## config.mk

```make
export PLATFORM = sky130hd
export DESIGN_NAME = jk_cmd_driver
export DESIGN_NICKNAME = d
export VERILOG_FILES = /design/src/rtl/jk_cmd_driver.sv
export SDC_FILE = /design/constraint.sdc
export NUM_CORES = 1
export LEC_CHECK = 0
export ABC_AREA = 1
export ABC_CLOCK_PERIOD_IN_PS = 1100
export BUFFER_PORTS_ARGS = -buffer_cell sky130_fd_sc_hd__buf_2
export CAP_MARGIN = 30
export CORE_ASPECT_RATIO = 1.4
export CORE_MARGIN = 5
export CORE_UTILIZATION = 35
export DETAILED_ROUTE_END_ITERATION = 8
export PLACE_DENSITY = 0.62
export SYNTH_ARGS = -nofsm -noshare
export SYNTH_HDL_FRONTEND = slang
export SYNTH_SLANG_ARGS = --single-unit
```

## constraint.sdc

```tcl
create_clock -name clk -period 1.1 [get_ports clk]
set_input_delay 0.22 -clock clk [delete_from_list [all_inputs] [get_ports clk]]
set_output_delay 0.22 -clock clk [all_outputs]
set_load 0.005 [all_outputs]
```

## src/rtl/jk_cmd_driver.sv

```systemverilog
// jk_cmd_driver: turns set/clear/toggle/hold commands into single-cycle J/K
// pulses for a bank of N JK flip-flops and keeps a shadow of the bank state.
// Toggle commands may repeat, with one idle cycle between pulses.
module jk_cmd_driver #(
   parameter int N  = 8,
   parameter int RW = 4
) (
   input  logic          clk,
   input  logic          rst,
   input  logic          cmd_valid,
   output logic          cmd_ready,
   input  logic [1:0]    cmd_op,
   input  logic [N-1:0]  cmd_mask,
   input  logic [RW-1:0] cmd_rep,
   output logic [N-1:0]  J,
   output logic [N-1:0]  K,
   output logic          busy,
   output logic          done,
   output logic [N-1:0]  q_model
);

   typedef enum logic [1:0] {IDLE, DRIVE, GAP} state_t;

   localparam logic [1:0] OP_HOLD   = 2'b00;
   localparam logic [1:0] OP_CLEAR  = 2'b01;
   localparam logic [1:0] OP_SET    = 2'b10;
   localparam logic [1:0] OP_TOGGLE = 2'b11;

   state_t        state_reg, state_next;
   logic [1:0]    op_reg, op_next;
   logic [N-1:0]  mask_reg, mask_next;
   // One bit wider than the repeat count so rep = 2^RW-1 (giving 2^RW pulses) fits.
   logic [RW:0]   rem_reg, rem_next;
   logic [N-1:0]  j_reg, j_next;
   logic [N-1:0]  k_reg, k_next;
   logic [N-1:0]  q_reg, q_next;
   logic          done_reg, done_next;

   // Next-state, latched-command and registered-output logic.
   always_comb begin
      state_next = state_reg;
      op_next    = op_reg;
      mask_next  = mask_reg;
      rem_next   = rem_reg;
      j_next     = '0;
      k_next     = '0;
      q_next     = q_reg;
      done_next  = 1'b0;
      case (state_reg)
         IDLE: begin
            if (cmd_valid) begin
               op_next    = cmd_op;
               mask_next  = cmd_mask;
               rem_next   = (cmd_op == OP_TOGGLE) ? ({1'b0, cmd_rep} + (RW+1)'(1))
                                                  : (RW+1)'(1);
               state_next = DRIVE;
               // The op encoding is {J,K}, so each bit gates the mask directly.
               j_next     = cmd_op[1] ? cmd_mask : '0;
               k_next     = cmd_op[0] ? cmd_mask : '0;
            end
         end
         DRIVE: begin
            // The bank samples J/K at this edge; mirror its response on masked bits.
            case (op_reg)
               OP_CLEAR:  q_next = q_reg & ~mask_reg;
               OP_SET:    q_next = q_reg | mask_reg;
               OP_TOGGLE: q_next = q_reg ^ mask_reg;
               default:   q_next = q_reg;
            endcase
            rem_next = rem_reg - (RW+1)'(1);
            if (rem_reg > (RW+1)'(1)) begin
               state_next = GAP;
            end else begin
               state_next = IDLE;
               done_next  = 1'b1;
            end
         end
         GAP: begin
            state_next = DRIVE;
            j_next     = op_reg[1] ? mask_reg : '0;
            k_next     = op_reg[0] ? mask_reg : '0;
         end
         default: begin
            state_next = IDLE;
         end
      endcase
   end

   // State and output registers; reset discards any in-flight command.
   always_ff @(posedge clk or negedge rst) begin
      if (!rst) begin
         state_reg <= IDLE;
         op_reg    <= OP_HOLD;
         mask_reg  <= '0;
         rem_reg   <= '0;
         j_reg     <= '0;
         k_reg     <= '0;
         q_reg     <= '0;
         done_reg  <= 1'b0;
      end else begin
         state_reg <= state_next;
         op_reg    <= op_next;
         mask_reg  <= mask_next;
         rem_reg   <= rem_next;
         j_reg     <= j_next;
         k_reg     <= k_next;
         q_reg     <= q_next;
         done_reg  <= done_next;
      end
   end

   assign J         = j_reg;
   assign K         = k_reg;
   assign q_model   = q_reg;
   assign done      = done_reg;
   assign busy      = (state_reg != IDLE);
   assign cmd_ready = (state_reg == IDLE);

endmodule

```

==> results.yml <==
status:
  status: "finished, violations left"
  violations: "setup timing"
grt:
  grt_pass1_wl_microns: 9290
  grt_util_met2_pct: 28.0
  grt.met1_usage_pct: 15.9
  antenna_found_initial: 0
  gr-total-overflow: 0
  busiest_layer: "met2"
  grt_util_met3_pct: 3.15
  grt_usage_pct: 14.8
  grt_max_degree: 43
  grt_pass1_vias: 2013
synth:
  synth_top_area_share_pct: 48.9
  synth.largest_area_cell: "dfrtp_1"
  synth_top_family_by_area: "compound AO/OA/AOI/OAI gates"
  synth_area_sq_mm: 0.00215
  synth-adder-area-share_pct: 11.1
  syn_nets: 276
  avgSynthCellArea_sq_um: 8.95
  synth.ff_latch_count: 42
  synthXorXnorAreaFrac_pct: 0.408
  ys_types: 23
  ys_top_cells_by_area: "dfrtp_1 49%, ha_1 11%, inv_1 6.8%"
  synth_compound_area_share_pct: 15.7
  synthMuxAreaShare_pct: 0
  synth_simple_gate_area_share_pct: 14.7
  ys_warn_count: 0
  ys_seq_area_share_pct: 48.9
  synthCells: 240
layout:
  areaGrowthSynthToFinish_pct: 57.7
  utilization_pct: 57.4
  drive_gt1_share_pct: 49.1
  most-common-layout-cells: "42 x dfrtp_1, 35 x buf_2, 29 x inv_1, 28 x buf_6, 23 x buf_4"
  nNetsFinal: 369
  n_antenna_cell: 0
  final_common_cell: "dfrtp_1"
timing:
  relSlewSlack_pct: 76.3
  worst_pin_slew_ns: 0.355
  fin_ws_ns: -0.219
  setup_violations: 50
  finalCriticalPeriod_ns: 1.32
  min_period_over_period_pct: 120
  finalHoldViolCount: 0
  slew_viol_final: 0
  fmax_mhz: 758
  rsz0062_at_grt: "yes"
  finClkSkew_ns: 0.0149
critical_path:
  worstPathArrival_ns: 1.53
  timing.rr.start: "state_reg[0]$_DFFE_PN0P_"
  critical_path_peak_fanout: 4
  critical_path_class: "reg2reg"
  r2r-end: "K[1]$_DFF_PN0_"
  required_ns: 1.31
  crit_end: "K[1]$_DFF_PN0_"
  crit_path_end_kind: "register"
  start_kind: "register"
  reg2reg_slack_ns: -0.22
  r2r_cells: 6
  crit_start: "state_reg[0]$_DFFE_PN0P_"
floorplan:
  start_util_pct: 36.4
  pin_count: 44
  die_w_microns: 76.2
  num_rows: 33
  die_h_microns: 103
  dieArea_sq_mm: 0.00783
  coreArea_sq_mm: 0.00590
power_and_ir_drop:
  p_leak_nw: 1.68
  peakVddDrop_mv: 1.17
  power_density_mw_per_mm2: 2520
  power_mw: 8.53
min_path:
  hp-class: "in2reg"
clock_tree:
  clk_latency_ns: 0.30
  root_buffer: "clkbuf_8"
  cts_tree: "done"
  clk_path_buf_depth: 2
  clk_pin_slew_ns: 0.09
  cts_buffers: 5
  clock_sinks: 42
  h-tree-depth: 2
routing:
  dr.pass1.iters: 4
  vias: 2028
  drc: 0
  drt_iter0_drc: 126
  totalWireLength_microns: 6030
  antenna_left: 0
  via_per_inst: 5.02
  wire_per_inst_microns: 14.9
placed_design:
  gp_congestion: 0.783
  dp_slack_ns: -0.0683
  port_buffers: 43
  hpwl_microns: 4080
job:
  drv_cap: 0
==> cell type report <==
cell class | count | area, sq um
Clock buffer | 6 | 72.6
Clock inverter | 2 | 13.8
Fill cell | 500 | 2520
Inverter | 40 | 173
Multi-Input combinational cell | 153 | 1250
Sequential cell | 42 | 1050
Tap cell | 70 | 87.6
Timing Repair Buffer | 89 | 713
Timing Repair inverter | 2 | 22.5
==> layer usage <==
| metal | up-vias | share of wire (%) |
|---|---|---|
| met5 | - | 0 |
| met4 | 0 | 2.8 |
| met3 | 15 | 3.8 |
| met2 | 54 | 56 |
| met1 | 982 | 38 |
| li1 | 977 | - |
==> stage by stage <==
stage	hold slack [ns]	std cells	setup TNS [ns]	instance area, sq um
floorplan	-0.0756	240	-0.0196	2150
global placement	0.209	385	-0.554	2720
detailed placement	0.212	385	-1.37	2720
CTS	0.158	400	-2.50	3020
global route	0.185	404	-8.67	3390
finish	0.177	404	-6.21	3390
==> kinds of logic (layout without fill, tap and decap cells) <==
| kind of cell | count (synthesis) | count (layout) |
|---|---|---|
| flip-flops | 42 | 42 |
| XOR/XNOR | 1 | 1 |
| buffers and inverters | 45 | 139 |
| AND/OR/NAND/NOR | 75 | 75 |
| AO/OA/AOI/OAI | 58 | 58 |
| adder cells (fa/ha/maj) | 19 | 19 |
==> Yosys cell counts <==
cell / n
dfrtp_1: 42
inv_1: 39
nand2_1: 36
ha_1: 19
o21ai_0: 18
nor2_1: 17
nand3_1: 16
o21ai_1: 16
o22ai_1: 15
a21oi_1: 3
buf_6: 3
buf_2: 2
nand2_2: 2
nor2_2: 2
o211ai_1: 2
a21boi_1: 1
a21oi_4: 1
a22oi_1: 1
inv_4: 1
nand4_1: 1
nor4_1: 1
o22ai_2: 1
xor2_1: 1
==> repair_timing <==
item,CTS,global route
endpoints found under the setup margin,50,51
setup buffers,4,5
hold buffers,1,0
pin swaps,5,19
hold endpoints to repair,42,0
gates resized for setup,46,72
cloned,2,0
==> critical path, stage by stage, from the launching register on <==
cell and delay (ns):
dfrtp_1 0.43, buf_6 0.16, buf_6 0.11, nor2_4 0.19, buf_6 0.14, nand2_4 0.04
o22ai_2 0.16
==> how the worst min path moves through the flow <==
stage,from,end,slack [ns],cells after the start
floorplan,rst,J[0]$_DFF_PN0_,-0.08,0
global placement,rst,K[1]$_DFF_PN0_,0.21,2
detailed placement,rst,q_model[1]$_DFFE_PN0P_,0.21,2
CTS,cmd_mask[6],mask_reg[6]$_DFFE_PN0P_,0.16,3
global route,cmd_mask[5],mask_reg[5]$_DFFE_PN0P_,0.19,3
finish,cmd_mask[5],mask_reg[5]$_DFFE_PN0P_,0.18,3
==> power breakdown <==
part           leakage [nW]  internal [mW]  switching (mW)
Clock                0.0452          0.449           0.554
Sequential            0.546           2.06           0.382
Combinational          1.09           2.46            2.63
Total                  1.68           4.97            3.57
No activity file was read; power rests on OpenSTA's default activity.
